## src/rtl/ace_ccu_snoop_arb_pkg.sv

```systemverilog
// Shared types for the CCU snoop-port arbiter: ACE snoop channel structs,
// sideband types and the CRRESP data-transfer bit.
package ace_ccu_snoop_arb_pkg;

  localparam int unsigned NUM_INIT = 2;
  localparam int unsigned ADDR_W   = 16;
  localparam int unsigned DATA_W   = 32;
  localparam int unsigned MASK_W   = 4;
  localparam int unsigned IDX_W    = 3;

  // CRRESP[0]: the snooped cache will return a line on CD
  localparam int unsigned DataTransferBit = 0;

  typedef struct packed {
    logic [ADDR_W-1:0] addr;
    logic [3:0]        snoop;
    logic [2:0]        prot;
  } snoop_ac_t;

  typedef logic [4:0] snoop_cr_t;

  typedef struct packed {
    logic [DATA_W-1:0] data;
    logic              last;
  } snoop_cd_t;

  typedef struct packed {
    logic      ac_valid;
    snoop_ac_t ac;
    logic      cr_ready;
    logic      cd_ready;
  } snoop_req_t;

  typedef struct packed {
    logic      ac_ready;
    logic      cr_valid;
    snoop_cr_t cr_resp;
    logic      cd_valid;
    snoop_cd_t cd;
  } snoop_resp_t;

  typedef logic [MASK_W-1:0] domain_mask_t;
  typedef logic [IDX_W-1:0]  mst_idx_t;

  function automatic logic has_data(snoop_cr_t resp);
    return resp[DataTransferBit];
  endfunction

endpackage

```

## src/rtl/ace_ccu_snoop_arb_if.sv

```systemverilog
// Bundle of both initiator snoop ports and the shared snoop master port.
interface ace_ccu_snoop_arb_if
  import ace_ccu_snoop_arb_pkg::*;
();

  snoop_req_t   [NUM_INIT-1:0] slv_snoop_reqs_i;
  snoop_resp_t  [NUM_INIT-1:0] slv_snoop_resps_o;
  domain_mask_t [NUM_INIT-1:0] slv_masks_i;
  mst_idx_t     [NUM_INIT-1:0] slv_idx_i;
  snoop_req_t                  mst_snoop_req_o;
  snoop_resp_t                 mst_snoop_resp_i;
  domain_mask_t                mst_mask_o;
  mst_idx_t                    mst_idx_o;

  // arbiter side
  modport slave (
    input  slv_snoop_reqs_i, slv_masks_i, slv_idx_i, mst_snoop_resp_i,
    output slv_snoop_resps_o, mst_snoop_req_o, mst_mask_o, mst_idx_o
  );

  // initiators + downstream fan-out side
  modport master (
    output slv_snoop_reqs_i, slv_masks_i, slv_idx_i, mst_snoop_resp_i,
    input  slv_snoop_resps_o, mst_snoop_req_o, mst_mask_o, mst_idx_o
  );

endinterface

```

## src/rtl/ace_ccu_snoop_arb_fifo.sv

```systemverilog
// Small registered FIFO (no fall-through) used to track snoop issue order
// and pending CD owners.
module ace_ccu_snoop_arb_fifo #(
  parameter int unsigned Depth     = 4,
  parameter int unsigned DataWidth = 1
) (
  input  logic                 clk_i,
  input  logic                 rst_ni,
  input  logic                 push_i,
  input  logic [DataWidth-1:0] data_i,
  input  logic                 pop_i,
  output logic [DataWidth-1:0] data_o,
  output logic                 full_o,
  output logic                 empty_o
);

  localparam int unsigned PtrW = (Depth > 1) ? $clog2(Depth) : 1;
  localparam int unsigned CntW = $clog2(Depth + 1);
  localparam logic [PtrW-1:0] LastPtr = PtrW'(Depth - 1);

  logic [2**PtrW-1:0][DataWidth-1:0] mem;
  logic [PtrW-1:0] rd_ptr, wr_ptr;
  logic [CntW-1:0] cnt;
  logic            push_ok, pop_ok;

  assign full_o  = (cnt == CntW'(Depth));
  assign empty_o = (cnt == '0);
  assign data_o  = mem[rd_ptr];
  assign push_ok = push_i & ~full_o;
  assign pop_ok  = pop_i & ~empty_o;

  always_ff @(posedge clk_i or negedge rst_ni) begin
    if (!rst_ni) begin
      mem    <= '0;
      rd_ptr <= '0;
      wr_ptr <= '0;
      cnt    <= '0;
    end else begin
      if (push_ok) begin
        mem[wr_ptr] <= data_i;
        wr_ptr      <= (wr_ptr == LastPtr) ? '0 : wr_ptr + 1'b1;
      end
      if (pop_ok)
        rd_ptr <= (rd_ptr == LastPtr) ? '0 : rd_ptr + 1'b1;
      cnt <= cnt + CntW'(push_ok) - CntW'(pop_ok);
    end
  end

endmodule

```

## src/rtl/ace_ccu_snoop_arb.sv

```systemverilog
// Shares one ACE snoop master port between the write-path (0) and read-path (1)
// snoop controllers: round-robin AC grant, in-order CR/CD return routing.
module ace_ccu_snoop_arb
  import ace_ccu_snoop_arb_pkg::*;
#(
  parameter int unsigned MaxOutstanding = 4,
  parameter int unsigned MaxCdPending   = 2
) (
  input  logic                clk_i,
  input  logic                rst_ni,
  ace_ccu_snoop_arb_if.slave  bus
);

  snoop_req_t  [NUM_INIT-1:0] slv_reqs;
  snoop_resp_t [NUM_INIT-1:0] slv_resps;
  snoop_req_t                 mst_req;
  snoop_resp_t                mst_resp;

  logic [NUM_INIT-1:0] ac_req;
  logic prio_q, lock_q, lock_idx_q;
  logic gnt, ac_en, ac_hs;
  logic order_full, order_empty, order_head;
  logic data_full, data_empty, data_head;
  logic head_dt, cr_fwd, cr_hs, cd_fwd, cd_done;

  assign slv_reqs              = bus.slv_snoop_reqs_i;
  assign mst_resp              = bus.mst_snoop_resp_i;
  assign bus.slv_snoop_resps_o = slv_resps;
  assign bus.mst_snoop_req_o   = mst_req;

  for (genvar i = 0; i < NUM_INIT; i++) begin : g_req
    assign ac_req[i] = slv_reqs[i].ac_valid;
  end

  // A pending (unaccepted) AC keeps its grant; otherwise prio breaks ties.
  always_comb begin
    gnt = 1'b0;
    if (lock_q)      gnt = lock_idx_q;
    else if (&ac_req) gnt = prio_q;
    else             gnt = ac_req[1];
  end

  // No AC is offered while every order slot is taken, or while in reset.
  assign ac_en   = rst_ni & ~order_full;
  assign ac_hs   = mst_req.ac_valid & mst_resp.ac_ready;

  assign head_dt = has_data(mst_resp.cr_resp);
  assign cr_fwd  = ~order_empty & ~(head_dt & data_full);
  assign cr_hs   = mst_resp.cr_valid & mst_req.cr_ready;
  assign cd_fwd  = ~data_empty;
  assign cd_done = mst_resp.cd_valid & mst_req.cd_ready & mst_resp.cd.last;

  always_comb begin
    mst_req          = '0;
    mst_req.ac_valid = ac_req[gnt] & ac_en;
    mst_req.ac       = slv_reqs[gnt].ac;
    mst_req.cr_ready = cr_fwd & slv_reqs[order_head].cr_ready;
    mst_req.cd_ready = cd_fwd & slv_reqs[data_head].cd_ready;
  end

  assign bus.mst_mask_o = bus.slv_masks_i[gnt];
  assign bus.mst_idx_o  = bus.slv_idx_i[gnt];

  always_comb begin
    slv_resps = '0;
    for (int i = 0; i < NUM_INIT; i++) begin
      slv_resps[i].ac_ready = ac_en & (gnt == 1'(i)) & mst_resp.ac_ready;
      slv_resps[i].cr_valid = cr_fwd & (order_head == 1'(i)) & mst_resp.cr_valid;
      slv_resps[i].cr_resp  = mst_resp.cr_resp;
      slv_resps[i].cd_valid = cd_fwd & (data_head == 1'(i)) & mst_resp.cd_valid;
      slv_resps[i].cd       = mst_resp.cd;
    end
  end

  always_ff @(posedge clk_i or negedge rst_ni) begin
    if (!rst_ni) begin
      prio_q     <= 1'b0;
      lock_q     <= 1'b0;
      lock_idx_q <= 1'b0;
    end else if (ac_hs) begin
      prio_q <= ~gnt;
      lock_q <= 1'b0;
    end else if (mst_req.ac_valid) begin
      lock_q     <= 1'b1;
      lock_idx_q <= gnt;
    end
  end

  // Issuer of every AC still awaiting its CR, oldest at the head.
  ace_ccu_snoop_arb_fifo #(
    .Depth     (MaxOutstanding),
    .DataWidth (1)
  ) i_order_fifo (
    .clk_i   (clk_i),
    .rst_ni  (rst_ni),
    .push_i  (ac_hs),
    .data_i  (gnt),
    .pop_i   (cr_hs),
    .data_o  (order_head),
    .full_o  (order_full),
    .empty_o (order_empty)
  );

  // Owner of every CR that promised data and whose CD last is still due.
  ace_ccu_snoop_arb_fifo #(
    .Depth     (MaxCdPending),
    .DataWidth (1)
  ) i_data_fifo (
    .clk_i   (clk_i),
    .rst_ni  (rst_ni),
    .push_i  (cr_hs & head_dt),
    .data_i  (order_head),
    .pop_i   (cd_done),
    .data_o  (data_head),
    .full_o  (data_full),
    .empty_o (data_empty)
  );

endmodule

```

## src/flat_wrapper.sv

```systemverilog
// flat-port wrapper written by rule: the top's interface ports become plain ports
module ace_ccu_snoop_arb_flat import ace_ccu_snoop_arb_pkg::*;
#(
  parameter int unsigned MaxOutstanding = 4,
  parameter int unsigned MaxCdPending   = 2
)
  (clk_i, rst_ni, bus_slv_snoop_reqs_i, bus_slv_masks_i, bus_slv_idx_i, bus_mst_snoop_resp_i, bus_slv_snoop_resps_o, bus_mst_snoop_req_o, bus_mst_mask_o, bus_mst_idx_o);
  ace_ccu_snoop_arb_if bus_i ();
  input  logic clk_i;
  input  logic rst_ni;
  input wire logic [$bits(bus_i.slv_snoop_reqs_i)-1:0] bus_slv_snoop_reqs_i;
  input wire logic [$bits(bus_i.slv_masks_i)-1:0] bus_slv_masks_i;
  input wire logic [$bits(bus_i.slv_idx_i)-1:0] bus_slv_idx_i;
  input wire logic [$bits(bus_i.mst_snoop_resp_i)-1:0] bus_mst_snoop_resp_i;
  output wire logic [$bits(bus_i.slv_snoop_resps_o)-1:0] bus_slv_snoop_resps_o;
  output wire logic [$bits(bus_i.mst_snoop_req_o)-1:0] bus_mst_snoop_req_o;
  output wire logic [$bits(bus_i.mst_mask_o)-1:0] bus_mst_mask_o;
  output wire logic [$bits(bus_i.mst_idx_o)-1:0] bus_mst_idx_o;
  assign bus_i.slv_snoop_reqs_i = bus_slv_snoop_reqs_i;
  assign bus_i.slv_masks_i = bus_slv_masks_i;
  assign bus_i.slv_idx_i = bus_slv_idx_i;
  assign bus_i.mst_snoop_resp_i = bus_mst_snoop_resp_i;
  assign bus_slv_snoop_resps_o = bus_i.slv_snoop_resps_o;
  assign bus_mst_snoop_req_o = bus_i.mst_snoop_req_o;
  assign bus_mst_mask_o = bus_i.mst_mask_o;
  assign bus_mst_idx_o = bus_i.mst_idx_o;
  ace_ccu_snoop_arb #(.MaxOutstanding(MaxOutstanding), .MaxCdPending(MaxCdPending)) u_core (.clk_i(clk_i), .rst_ni(rst_ni), .bus(bus_i));
endmodule
```

## config.mk

```make
export PLATFORM = sky130hd
export DESIGN_NAME = ace_ccu_snoop_arb_flat
export DESIGN_NICKNAME = d
export VERILOG_FILES = /design/src/rtl/ace_ccu_snoop_arb_pkg.sv /design/src/rtl/ace_ccu_snoop_arb_if.sv /design/src/rtl/ace_ccu_snoop_arb_fifo.sv /design/src/rtl/ace_ccu_snoop_arb.sv /design/src/flat_wrapper.sv
export SDC_FILE = /design/constraint.sdc
export NUM_CORES = 1
export LEC_CHECK = 0
export ABC_AREA = 1
export ABC_CLOCK_PERIOD_IN_PS = 6350
export BUFFER_PORTS_ARGS = -buffer_cell sky130_fd_sc_hd__buf_2
export CAP_MARGIN = 25
export CELL_PAD_IN_SITES_DETAIL_PLACEMENT = 2
export CELL_PAD_IN_SITES_GLOBAL_PLACEMENT = 2
export CORE_AREA = 2 2 151 94
export DETAILED_ROUTE_END_ITERATION = 8
export DIE_AREA = 0 0 153 96
export HOLD_SLACK_MARGIN = 0.06
export PLACE_DENSITY_LB_ADDON = 0.1
export SLEW_MARGIN = 15
export SYNTH_ARGS = -nofsm -noshare
export SYNTH_HDL_FRONTEND = slang
export SYNTH_SLANG_ARGS = --single-unit
```

## constraint.sdc

```tcl
create_clock -name clk_i -period 6.35 [get_ports clk_i]
set_input_delay 1.27 -clock clk_i [delete_from_list [all_inputs] [get_ports clk_i]]
set_output_delay 1.27 -clock clk_i [all_outputs]
set_load 0.02 [all_outputs]
```

## Yosys cells after proc, flatten, opt, wreduce, memory -nomap -nowiden

Cells that the tools add are included.

| storage, ports and cells | value |
|---|---|
| input bits | 109 |
| logic and storage cells | 109 |
| flip-flop bits (word level) | 20 |

| operators by class | value |
|---|---|
| $add $sub $neg | 8 |
| equality and inequality tests | 4 |
| bitwise gates (word level) | 36 |
| multiplexer cells | 30 |
| reductions and logical operators | 7 |
| magnitude comparators | 9 |

Operators with widths:

| operator | number |
|---|---|
| two-way mux 25 bit | 2 |
| bitwise AND 1 bit | 27 |
| two-way mux 1 bit | 15 |
| < comparator 1 x 2 -> 1 bit (second input constant) | 5 |
| NOT 1 bit | 9 |
| two-way mux 2 bit | 4 |
| two-way mux 4 bit | 2 |
| == test 2 bit (second input constant) | 3 |
| < comparator 2 x 3 -> 1 bit (second input constant) | 2 |
| two-way mux 3 bit | 2 |
| adder 2 x 1 -> 2 bit (second input constant) | 2 |
| bitwise mux 4 bit | 1 |
| AND reduction 2 bit | 2 |
| adder 3 x 1 -> 3 bit | 1 |
| == test 3 bit (second input constant) | 1 |
| logical NOT 3 bit | 1 |
| subtractor 3 x 1 -> 3 bit | 1 |
| adder 1 bit (second input constant) | 2 |
| adder 2 x 1 -> 2 bit | 1 |
| binary-select mux 1 bit (select 2 bit) | 1 |
| bitwise mux 2 bit | 1 |
| demux 1 bit (select 2 bit) | 1 |
| greater-or-equal comparator 2 x 1 -> 1 bit (second input constant) | 1 |
| logical AND 1 bit | 2 |
| 5 further kinds | 5 |

## Depth between registers and ports, before layout

| logic depth | value |
|---|---|
| word-level depth | 10 |
| gate-level depth with buffers | 15 |
| gate-level depth less buffers | 14 |

## Hierarchy

Synthesis repeated with hierarchy kept, for this count alone.

| second synthesis, totals | value |
|---|---|
| cells, all modules | 347 |
| area total of the unflattened synthesis | 2,282.2 sq um |

Modules (own cells, without submodules):

| module | instances | area an instance (sq um) | cells each | sequential area each (sq um) |
|---|---|---|---|---|
| ace_ccu_snoop_arb | 1 | 1,281.2 | 228 | 75.1 |
| ace_ccu_snoop_arb_fifo at u_core.i_order_fifo | 1 | 665.6 | 75 | 275.3 |
| ace_ccu_snoop_arb_fifo at u_core.i_data_fifo | 1 | 335.3 | 44 | 150.1 |

## Least setup slack after synthesis

Ideal clock, no wire load.

| timing | value |
|---|---|
| path type | input port to output port |
| start | in bus_slv_snoop_reqs_i[25] |
| end | out bus_mst_idx_o[0] |
| setup slack | 3.061 ns |
| stages | 6 |
| data required time | 5.080 ns |
| arrival | 2.019 ns |
| cells stage by stage | nand2_1 > nand3_2 > nand2_2 > clkbuf_1 > nand2_1 > nand2_1 |

| between the ends | value |
|---|---|
| cells in the longest elaborated chain, start to end | 5 |

Ends and longest elaborated chain:

| element | line | source |
|---|---|---|
| from (decl) | flat_wrapper.sv:11 | `input wire logic [$bits(bus_i.slv_snoop_reqs_i)-1:0] bus_slv_snoop_reqs_i;` |
| AND reduction 2 bit | ace_ccu_snoop_arb.sv:39 | `else if (&ac_req) gnt = prio_q;` |
| two-way mux 1 bit | ace_ccu_snoop_arb.sv:39 |  |
| two-way mux 1 bit | ace_ccu_snoop_arb.sv:38 | `if (lock_q) gnt = lock_idx_q;` |
| two-way mux 3 bit (not written as such) (2 in series) | ace_ccu_snoop_arb.sv:62 | `assign bus.mst_idx_o = bus.slv_idx_i[gnt];` |
| to (decl) | flat_wrapper.sv:18 | `output wire logic [$bits(bus_i.mst_idx_o)-1:0] bus_mst_idx_o;` |

Every way passes these cells. The select of a mux whose other input is x is not followed.

## Worst setup path after layout

| timing | value |
|---|---|
| start | in bus_slv_snoop_reqs_i[25] |
| end | out bus_mst_mask_o[0] |

| between the ends | value |
|---|---|
| cells in the longest elaborated chain, start to end | 5 |

Ends and longest elaborated chain:

| element | line | source |
|---|---|---|
| AND reduction 2 bit | ace_ccu_snoop_arb.sv:39 |  |
| two-way mux 1 bit | ace_ccu_snoop_arb.sv:39 |  |
| two-way mux 1 bit | ace_ccu_snoop_arb.sv:38 |  |
| two-way mux 4 bit (not written as such) (2 in series) | ace_ccu_snoop_arb.sv:61 | `assign bus.mst_mask_o = bus.slv_masks_i[gnt];` |
| to (decl) | flat_wrapper.sv:17 | `output wire logic [$bits(bus_i.mst_mask_o)-1:0] bus_mst_mask_o;` |

Every way passes these cells. The select of a mux whose other input is x is not followed.

==> impl_metrics.env <==
export IMPL_die_h_um=96
export IMPL_worstMarginPinSlew_ns=0.672
export IMPL_synth_most_common_cell="nand2_1"
export IMPL_layout_drive_gt1_share_pct=39.6
export IMPL_clockRootBuffer="clkbuf_16"
export IMPL_ys_seq_area_share_pct=22.4
export IMPL_post_route_period_util_pct=62.9
export IMPL_hold_path_class="reg2reg"
export IMPL_path_clk_slew_ns=0.06
export IMPL_final_util_pct=19.0
export IMPL_synthCells=324
export IMPL_globalRoute_totalOverflow=0
export IMPL_clk_latency_ns=0.25
export IMPL_place_gp_congestion=0.656
export IMPL_hold_end="u_core.i_data_fifo.mem[0]$_DFFE_PN0P_"
export IMPL_max_freq_mhz=250
export IMPL_cp_max_fo=37
export IMPL_vias=1968
export IMPL_grt_max_degree=38
export IMPL_worstSetupEndpointType="primary output"
export IMPL_max_vdd_ir_drop_mv=0.0893
export IMPL_crit_type="in2out"
export IMPL_hold_depth=2
export IMPL_coreArea_mm2=0.0133
export IMPL_area_delta_synth_final_pct=13.4
export IMPL_die_area_mm2=0.0147
export IMPL_boundaryPins=224
export IMPL_fin_setup_tns_ns=0
export IMPL_yosys_area_top_type="buf_4"
export IMPL_grt_pass1_wl_mm=10.4
export IMPL_nNetsFinal=481
export IMPL_synth_area_top_cells="buf_4, dfrtp_1, nand2_1"
export IMPL_antenna_diode_count=0
export IMPL_viasPerCell=3.67
export IMPL_r2r_start="u_core.prio_q$_DFFE_PN0N_"
export IMPL_fin_skew_ns=0.00304
export IMPL_cp_required_ns=5.08
export IMPL_r2r_end="u_core.i_order_fifo.cnt[2]$_DFF_PN0_"
export IMPL_synth_ff_type="dfrtp_1"
export IMPL_yosys_warnings=0
export IMPL_syn_area_per_cell_um2=6.89
export IMPL_cts_hold_buffers=0
export IMPL_drv_slew=0
export IMPL_ys_top_cells_by_count="nand2_1, buf_4, inv_1"
export IMPL_synth_nets=443
export IMPL_synth_top_cell_area_share_pct=25.5
export IMPL_finalCriticalPeriod_ns=3.99
export IMPL_firstDrtPassIters=4
export IMPL_power_leakage_nw=1.48
export IMPL_drt_wl_total_mm=6.69
export IMPL_cts_setup_buffers=0
export IMPL_antenna_found_initial=0
export IMPL_dpl_hpwl_mm=5.56
export IMPL_cts_tree="done"
export IMPL_design_area_mm2=0.00253
export IMPL_port_buffers=115
export IMPL_min_from="u_core.i_data_fifo.mem[0]$_DFFE_PN0P_"
export IMPL_ys_async_sr_fraction_pct=100
export IMPL_wl_per_cell_um=12.5
export IMPL_grt_pass1_vias=2007
export IMPL_hold_ws_ns=0.492
export IMPL_n_fill_cell=1630
export IMPL_initial_core_util_pct=16.7
export IMPL_grt_util_all_layers_pct=8.71
export IMPL_finalHoldViolCount=0
export IMPL_status="finished clean"
export IMPL_rr_worst_depth=15
export IMPL_place_ws_ns=2.28
export IMPL_maxCapViolations=0
export IMPL_final_setup_viol_count=0
export IMPL_row_count=33
export IMPL_cts_sinks=20
export IMPL_synth_edff_count=0
export IMPL_slew_headroom_pct=55.2
export IMPL_synth_seq_cells=20
export IMPL_clockBufferDepth=2
export IMPL_syn_area_mm2=0.00223
export IMPL_drtIter0Drc=35
export IMPL_r2r_setup_slack_ns=3.71
export IMPL_placed_cell_area_mm2=0.00243
export IMPL_rsz0062_at_grt="false"
export IMPL_yosysUniqueCellTypes=30
export IMPL_powerDensity_mw_per_mm2=464
export IMPL_layout_setup_ws_ns=2.36
export IMPL_die_x_um=153
export IMPL_cts_resized=0
export IMPL_drc=0
export IMPL_ant_nets=0
export IMPL_htreeDepth=1
export IMPL_arrival_ns=2.72
export IMPL_cts_buffers=3
export IMPL_setup_worst_path_start_class="primary input"
-- kinds of logic after synthesis --
| group | after synthesis | synth area share (%) |
|---|---|---|
| xor+xnor | 5 | 1.96 |
| compound gates | 15 | 4.43 |
| flops | 20 | 22.4 |
| fa+ha+maj | 10 | 5.94 |
| simple gates | 164 | 33.5 |
| buf+inv | 110 | 31.8 |
-- per-layer routing --
layer / global-route usage (%) / part of all wire [%]
met1: 11.9 / 47
met2: 13.8 / 46
met3: 2.57 / 6.0
met4: 1.70 / 0.52
met5: 0 / 0
-- worst max-delay path by stage --
stage / from / endpoint / slack, ns / cells past startpoint
after global placement: bus_slv_snoop_reqs_i[25] / bus_slv_snoop_resps_o[40] / 2.30 / 9
after floorplan: bus_slv_snoop_reqs_i[25] / bus_mst_idx_o[0] / 3.06 / 6
after CTS: bus_slv_snoop_reqs_i[25] / bus_mst_mask_o[0] / 2.26 / 9
after global routing: bus_slv_snoop_reqs_i[25] / bus_mst_idx_o[2] / 2.13 / 9
after detailed placement: bus_slv_snoop_reqs_i[25] / bus_mst_mask_o[0] / 2.28 / 9
final: bus_slv_snoop_reqs_i[25] / bus_mst_mask_o[0] / 2.36 / 9
-- cells in the final DEF, fill, tap and decap left out, types with 3 or more instances in the layout --
cell       Yosys  routed
xnor2_1        4       4
inv_1         24      24
clkbuf_16      0       3
nand3_2        4       4
dfrtp_1       20      20
ha_1           9       9
inv_2          3       3
nand2_2        6       6
nand2_1      127     127
nand4_1        4       4
o21ai_0        8       8
nand3_1        7       7
nor2_1         6       6
buf_2          3     115
-- state kept, by name (all words and copies together) (netlist names) --
| register | flops |
|---|---|
| u_core.i_data_fifo.cnt | 2 |
| u_core.i_order_fifo.cnt | 3 |
| u_core.i_order_fifo.mem | 4 |
| u_core.prio_q | 1 |
| u_core.i_data_fifo.wr_ptr | 1 |
| u_core.i_data_fifo.mem | 2 |
| u_core.i_order_fifo.wr_ptr | 2 |
| u_core.i_data_fifo.rd_ptr | 1 |
| u_core.lock_q | 1 |
| u_core.i_order_fifo.rd_ptr | 2 |
| u_core.lock_idx_q | 1 |
-- critical path, stage by stage --
cell and delay [ns]:
buf_2 0.09, nand2_1 0.06, nand3_2 0.07, nand2_2 0.04
buf_4 0.24, inv_2 0.54, nand2_1 0.12, nand2_1 0.10
buf_2 0.16
-- layout make-up --
type	instances	area (um^2)	area share, %
Multi-Input combinational cell	194	1020	40.4
Timing Repair Buffer	116	583	23.0
Sequential cell	20	500	19.8
Tap cell	175	219	8.65
Inverter	27	101	4.00
Clock buffer	3	75.1	2.96
Clock inverter	1	30.0	1.19
-- where the power goes --
part           internal (mW)  switching (mW)
clock network          0.125          0.0523
logic                  0.249           0.503
registers              0.190          0.0549
-- stage by stage --
stage / power, mW / std cells
after floorplan: 0.838 / 324
after global placement: 1.01 / 532
final: 1.17 / 536
after CTS: 1.21 / 536
after global routing: 1.31 / 536
after detailed placement: 1.03 / 532
No activity file was read; power rests on OpenSTA's default activity.
